==> src/rtl/mul8_pkg.sv <==
// Shared types and constants for the sequential 8x8 multiplier controller.
package mul8_pkg;

    // Controller states.
    typedef enum logic [1:0] {
        IDLE = 2'd0,
        CALC = 2'd1,
        DONE = 2'd2
    } state_t;

    localparam int OP_W    = 8;
    localparam int NIB_W   = 4;
    localparam int PROD_W  = 16;
    localparam int STEP_W  = 2;
    localparam int SHIFT_W = 4;

    // Left shift applied to the partial product of each step.
    localparam logic [SHIFT_W-1:0] SHIFT0 = 4'd0;
    localparam logic [SHIFT_W-1:0] SHIFT1 = 4'd4;
    localparam logic [SHIFT_W-1:0] SHIFT2 = 4'd4;
    localparam logic [SHIFT_W-1:0] SHIFT3 = 4'd8;

    function automatic logic [SHIFT_W-1:0] step_shift(input logic [STEP_W-1:0] step);
        logic [SHIFT_W-1:0] sh;
        case (step)
            2'd0:    sh = SHIFT0;
            2'd1:    sh = SHIFT1;
            2'd2:    sh = SHIFT2;
            default: sh = SHIFT3;
        endcase
        return sh;
    endfunction

    // Step bit 0 picks the high nibble of A, step bit 1 the high nibble of B.
    function automatic logic [NIB_W-1:0] nib_a(input logic [STEP_W-1:0] step,
                                               input logic [OP_W-1:0]   a);
        return step[0] ? a[7:4] : a[3:0];
    endfunction

    function automatic logic [NIB_W-1:0] nib_b(input logic [STEP_W-1:0] step,
                                               input logic [OP_W-1:0]   b);
        return step[1] ? b[7:4] : b[3:0];
    endfunction

endpackage

==> src/rtl/mul8_seq_ctrl.sv <==
// Sequential 8x8 unsigned multiplier controller around an external 4x4 multiplier.
//
// state | meaning
// ------+---------------------------------------------------------------
// IDLE  | waiting for start; operands are latched when it is accepted
// CALC  | one nibble pair issued per cycle (plus a drain cycle if REG_MUL_P)
// DONE  | one-cycle done pulse; a start here is accepted back-to-back
module mul8_seq_ctrl
    import mul8_pkg::*;
#(
    parameter int REG_MUL_P = 0
) (
    input  logic              clk,
    input  logic              rst,
    input  logic              start,
    input  logic [OP_W-1:0]   data_a,
    input  logic [OP_W-1:0]   data_b,
    output logic [NIB_W-1:0]  mul_a,
    output logic [NIB_W-1:0]  mul_b,
    input  logic [OP_W-1:0]   mul_p,
    output logic              busy,
    output logic              done,
    output logic [PROD_W-1:0] product
);

    state_t              state_q;
    state_t              state_d;
    logic [STEP_W-1:0]   step_q;
    logic                drain_q;
    logic [OP_W-1:0]     a_r;
    logic [OP_W-1:0]     b_r;
    logic [PROD_W-1:0]   acc_q;
    logic [PROD_W-1:0]   product_q;

    // Pipeline stage used only when the multiplier product is registered.
    logic [OP_W-1:0]     p_r;
    logic [SHIFT_W-1:0]  sh_r;
    logic                v_r;

    logic                accept;
    logic                issue;
    logic                finish;
    logic [OP_W-1:0]     add_p;
    logic [SHIFT_W-1:0]  add_sh;
    logic                add_en;
    logic [PROD_W-1:0]   acc_sum;

    // Next-state decode plus the accept/issue/finish strobes.
    always_comb begin
        state_d = state_q;
        accept  = 1'b0;
        issue   = 1'b0;
        finish  = 1'b0;
        case (state_q)
            IDLE: begin
                if (start) begin
                    accept  = 1'b1;
                    state_d = CALC;
                end
            end
            CALC: begin
                if (REG_MUL_P != 0) begin
                    // Last CALC cycle only drains the registered step-3 product.
                    issue  = !drain_q;
                    finish = drain_q;
                end else begin
                    issue  = 1'b1;
                    finish = (step_q == 2'd3);
                end
                if (finish) begin
                    state_d = DONE;
                end
            end
            DONE: begin
                if (start) begin
                    accept  = 1'b1;
                    state_d = CALC;
                end else begin
                    state_d = IDLE;
                end
            end
            default: state_d = IDLE;
        endcase
    end

    // Nibble drive and accumulator adder; the add source is either the live or registered product.
    always_comb begin
        mul_a = '0;
        mul_b = '0;
        if (issue) begin
            mul_a = nib_a(step_q, a_r);
            mul_b = nib_b(step_q, b_r);
        end
        if (REG_MUL_P != 0) begin
            add_p  = p_r;
            add_sh = sh_r;
            add_en = (state_q == CALC) && v_r;
        end else begin
            add_p  = mul_p;
            add_sh = step_shift(step_q);
            add_en = (state_q == CALC);
        end
        acc_sum = acc_q + ({{(PROD_W-OP_W){1'b0}}, add_p} << add_sh);
    end

    // State, operand latches, step counter, accumulator and result register.
    always_ff @(posedge clk) begin
        if (rst) begin
            state_q   <= IDLE;
            step_q    <= '0;
            drain_q   <= 1'b0;
            a_r       <= '0;
            b_r       <= '0;
            acc_q     <= '0;
            product_q <= '0;
            p_r       <= '0;
            sh_r      <= '0;
            v_r       <= 1'b0;
        end else begin
            state_q <= state_d;
            if (accept) begin
                a_r     <= data_a;
                b_r     <= data_b;
                acc_q   <= '0;
                step_q  <= '0;
                drain_q <= 1'b0;
                v_r     <= 1'b0;
            end else if (state_q == CALC) begin
                if (issue) begin
                    step_q <= step_q + 2'd1;
                    if ((REG_MUL_P != 0) && (step_q == 2'd3)) begin
                        drain_q <= 1'b1;
                    end
                end
                if (add_en) begin
                    acc_q <= acc_sum;
                end
                p_r  <= mul_p;
                sh_r <= step_shift(step_q);
                v_r  <= issue;
            end
            if (finish) begin
                product_q <= acc_sum;
            end
        end
    end

    assign busy    = (state_q == CALC);
    assign done    = (state_q == DONE);
    assign product = product_q;

endmodule

==> config.mk <==
export PLATFORM = sky130hd
export DESIGN_NAME = mul8_seq_ctrl
export DESIGN_NICKNAME = d
export VERILOG_FILES = /design/src/rtl/mul8_pkg.sv /design/src/rtl/mul8_seq_ctrl.sv
export SDC_FILE = /design/constraint.sdc
export NUM_CORES = 1
export LEC_CHECK = 0
export ABC_AREA = 0
export BUFFER_PORTS_ARGS = -buffer_cell sky130_fd_sc_hd__buf_4
export CAP_MARGIN = 15
export CORE_MARGIN = 2
export CORE_UTILIZATION = 40
export CTS_CLUSTER_DIAMETER = 80
export DETAILED_ROUTE_END_ITERATION = 7
export PLACE_DENSITY = 0.68
export SLEW_MARGIN = 20
export SYNTH_ARGS = -nofsm -noshare
export SYNTH_HDL_FRONTEND = slang
export SYNTH_SLANG_ARGS = --single-unit
==> constraint.sdc <==
create_clock -name clk -period 3.7 [get_ports clk]
set_input_delay 0 -clock clk [delete_from_list [all_inputs] [get_ports clk]]
set_output_delay 0 -clock clk [all_outputs]
set_load 0.02 [all_outputs]
==> results.cfg <==
[die]
fp-row-count = 30
coreArea_mm2 = 0.00687
fp.dieW_um = 88.8
start_util_pct = 41.9
ioPinCount = 53
dieArea_mm2 = 0.00789
dieHeight_um = 88.8

[synthesis]
yosys.cell_types.count = 48
synthFlopType = dfxtp_1
ys_warn_count = 0
syn-num-nets = 409
ys_seq_area_share_pct = 36.2
syn_area_per_cell_um2 = 7.89
async_flop_share_pct = 0
synth-seq-cells = 52
syn-cell-area_mm2 = 0.00288
synth_edf_count = 0
syn-instance-count = 365

[worst_setup_path]
cp_cell_sequence = ha_1 > nor2_1 > and2_1 > ha_1 > fa_1 > a21oi_1 > o211a_1 > o21ai_0 > a21oi_1 > xnor2_1 > a31o_2
reg2reg_from = step_q[1]$_SDFFE_PP0P_
crit_type = flip-flop to flip-flop
cp.arrival_ps = 3380
rrSetupSlack_ps = 540
cp.depth = 11
crit_path_end_kind = flip-flop
cp_slowest_cell = dfxtp_1
critPathLaunch = step_q[1]$_SDFFE_PP0P_
crit_buf_inv = 0
required_ps = 3920
crit_fanout = 14
cpLargestDelayFamily = adder cells
crit_path_end = acc_q[14]$_SDFFE_PP0P_
r2r_end = acc_q[14]$_SDFFE_PP0P_
slowest_delay_ps = 520
reg2reg_depth = 11
start_kind = flip-flop

[place]
place_hpwl_um = 5430
io_buffers = 52
routabilityCongestion = 0.982
place_inst = 493

[layout]
drive_above_1_share_pct = 17.1
multi_input_comb_area_mm2 = 0.00171
final_nets = 464
area_growth_pct = 23.3
seqCellArea_mm2 = 0.00104
antennaDiodeCount = 0
fillers = 657
instances_no_fill = 517

[route]
num_vias = 2712
vias_per_cell = 5.25
drc_errors = 0
postRouteAntennaNets = 0
routed_wl_um = 7410
drtIter0Drc = 167
first_pass_iters = 4
routedWlPerCell_um = 14.3

[global_route]
antenna_found_initial = 0
grt_pass1_wl_um = 12100
grt_overflow = 0
grt_max_degree = 34
grt.total_usage_pct = 19.8
grt_pass1_vias = 2525

[power]
total_power_mw = 1.17
power_density_mw_per_mm2 = 329
p_leak_nw = 1.46
p_int_uw = 811
comb_power_share_pct = 19.0
p_sw_uw = 358
power_frac_seq_pct = 50.7
ir_drop_uv = 159
swShare_pct = 30.6
clkPwrFrac_pct = 30.3

[clock_tree]
worstSkewPairLatency_ps = 320
path_clk_slew_ps = 110
clock_path_buffers = 2
cts_htree_levels = 2
cts_resized = 0
numCtsBuffers = 5
clkSinkCount = 52
clock-root-buffer = clkbuf_8
cts_tree = done

[outcome]
status = finished clean

[timing]
finalHoldViolations = 0
period_share_pct = 85.4
fin_skew_ps = 12.0
max_freq_ghz = 0.317
relSlewSlack_pct = 52.9
finalSetupViolations = 0
finalMaxSlewViolations = 0
rsz0062_at_grt = no
final.min_clock_period_ps = 3160
tightest_slew_ps = 704
tns_ps = 0

[min_path]
hold_depth = 2
hp-start = rst
hold_class = input pin to flip-flop

[job]
drv_cap = 0
## state kept, by name, indices dropped and copies added, names as in the netlist
register	count
acc_q	16
product	16
a_r	8
b_r	8
state_q	2
step_q	2
## cell usage in the layout (no fill, tap or decap), types with 7 or more instances in the layout
cell / count
xnor2_1: 7
o21ai_0: 12
a21oi_1: 53
nand2_1: 75
nor2b_1: 7
buf_4: 55
nor2_1: 30
nand3_1: 10
dlygate4sd3_1: 16
mux2i_1: 12
dfxtp_1: 52
ha_1: 16
## worst min-delay path by stage
| stage | end | slack (ps) |
|---|---|---|
| after floorplan | state_q[1]$_SDFFE_PP0P_ | 100 |
| after global placement | a_r[1]$_SDFFE_PP0P_ | 250 |
| after detailed placement | b_r[2]$_SDFFE_PP0P_ | 260 |
| after CTS | state_q[0]$_SDFFE_PP0P_ | 70 |
| after global routing | state_q[0]$_SDFFE_PP0P_ | 90 |
| final | state_q[0]$_SDFFE_PP0P_ | 70 |
## power by group through the flow
stage	clock, mW	sequential, mW	combinational [mW]
floorplan	0	0.599	0.148
global placement	0	0.604	0.203
detailed placement	0	0.605	0.206
CTS	0.357	0.592	0.220
global route	0.377	0.595	0.245
finish	0.354	0.592	0.222
## area by class of cell
cell class / count / share of cell area [%]
clock buffers: 5 / 1.94
clock inverters: 3 / 0.776
inverters: 3 / 0.317
multi-input cells: 287 / 48.1
flip-flops and latches: 52 / 29.3
well taps: 96 / 3.39
repair buffers: 71 / 16.1
## logic make-up (layout without fill, tap and decap cells)
family	after synthesis	in the layout	synth area share, %
flip-flops	52	52	36.2
adder cells (fa/ha/maj)	17	17	7.65
AO/OA/AOI/OAI	96	96	20.6
AND/OR/NAND/NOR	149	149	22.9
buffers and inverters	26	82	4.56
multiplexers	12	12	4.17
XOR/XNOR	13	13	3.95
## layer usage
metal / global-route usage [%] / part of all wire (%) / vias to the layer above
li1: - / - / 1383
met1: 26.0 / 46 / 1228
met2: 32.3 / 46 / 86
met3: 3.54 / 5.4 / 15
met4: 7.44 / 2.6 / 0
met5: 0 / 0 / -
## Yosys cell counts, drive strengths merged (3+ instances only)
cell type	count	area [um2]
a21oi	53	265
a211oi	5	42.5
mux2i	12	120
xor2	6	52.6
nor2b	7	43.8
ha	16	200
buf	10	70.1
nand3	10	50.1
nor3	4	20.0
a22o	6	52.6
or4	3	22.5
dfxtp	52	1040
nand2	75	282
xnor2	7	61.3
and2	6	38.8
nand4	5	31.3
o21ai	14	73.8
nor2	31	119
clkbuf	13	50.0
a21o	4	31.3
## stage by stage
stage	hold WS [ps]	setup WS [ps]	util (%)	cell area (um2)
after floorplan	95.2	1020	-	2880
after global placement	247	709	47.9	3290
after detailed placement	259	574	47.9	3290
after CTS	67.2	552	51.7	3550
after global routing	89.8	305	51.7	3550
final	71.8	542	51.7	3550
## what timing repair did
item | 4_1_cts | 5_1_grt
hold buffers | 16 | 0
buffers inserted | 0 | 0
endpoints found under the hold margin | 16 | 0
(Power assumes the default switching activity.)
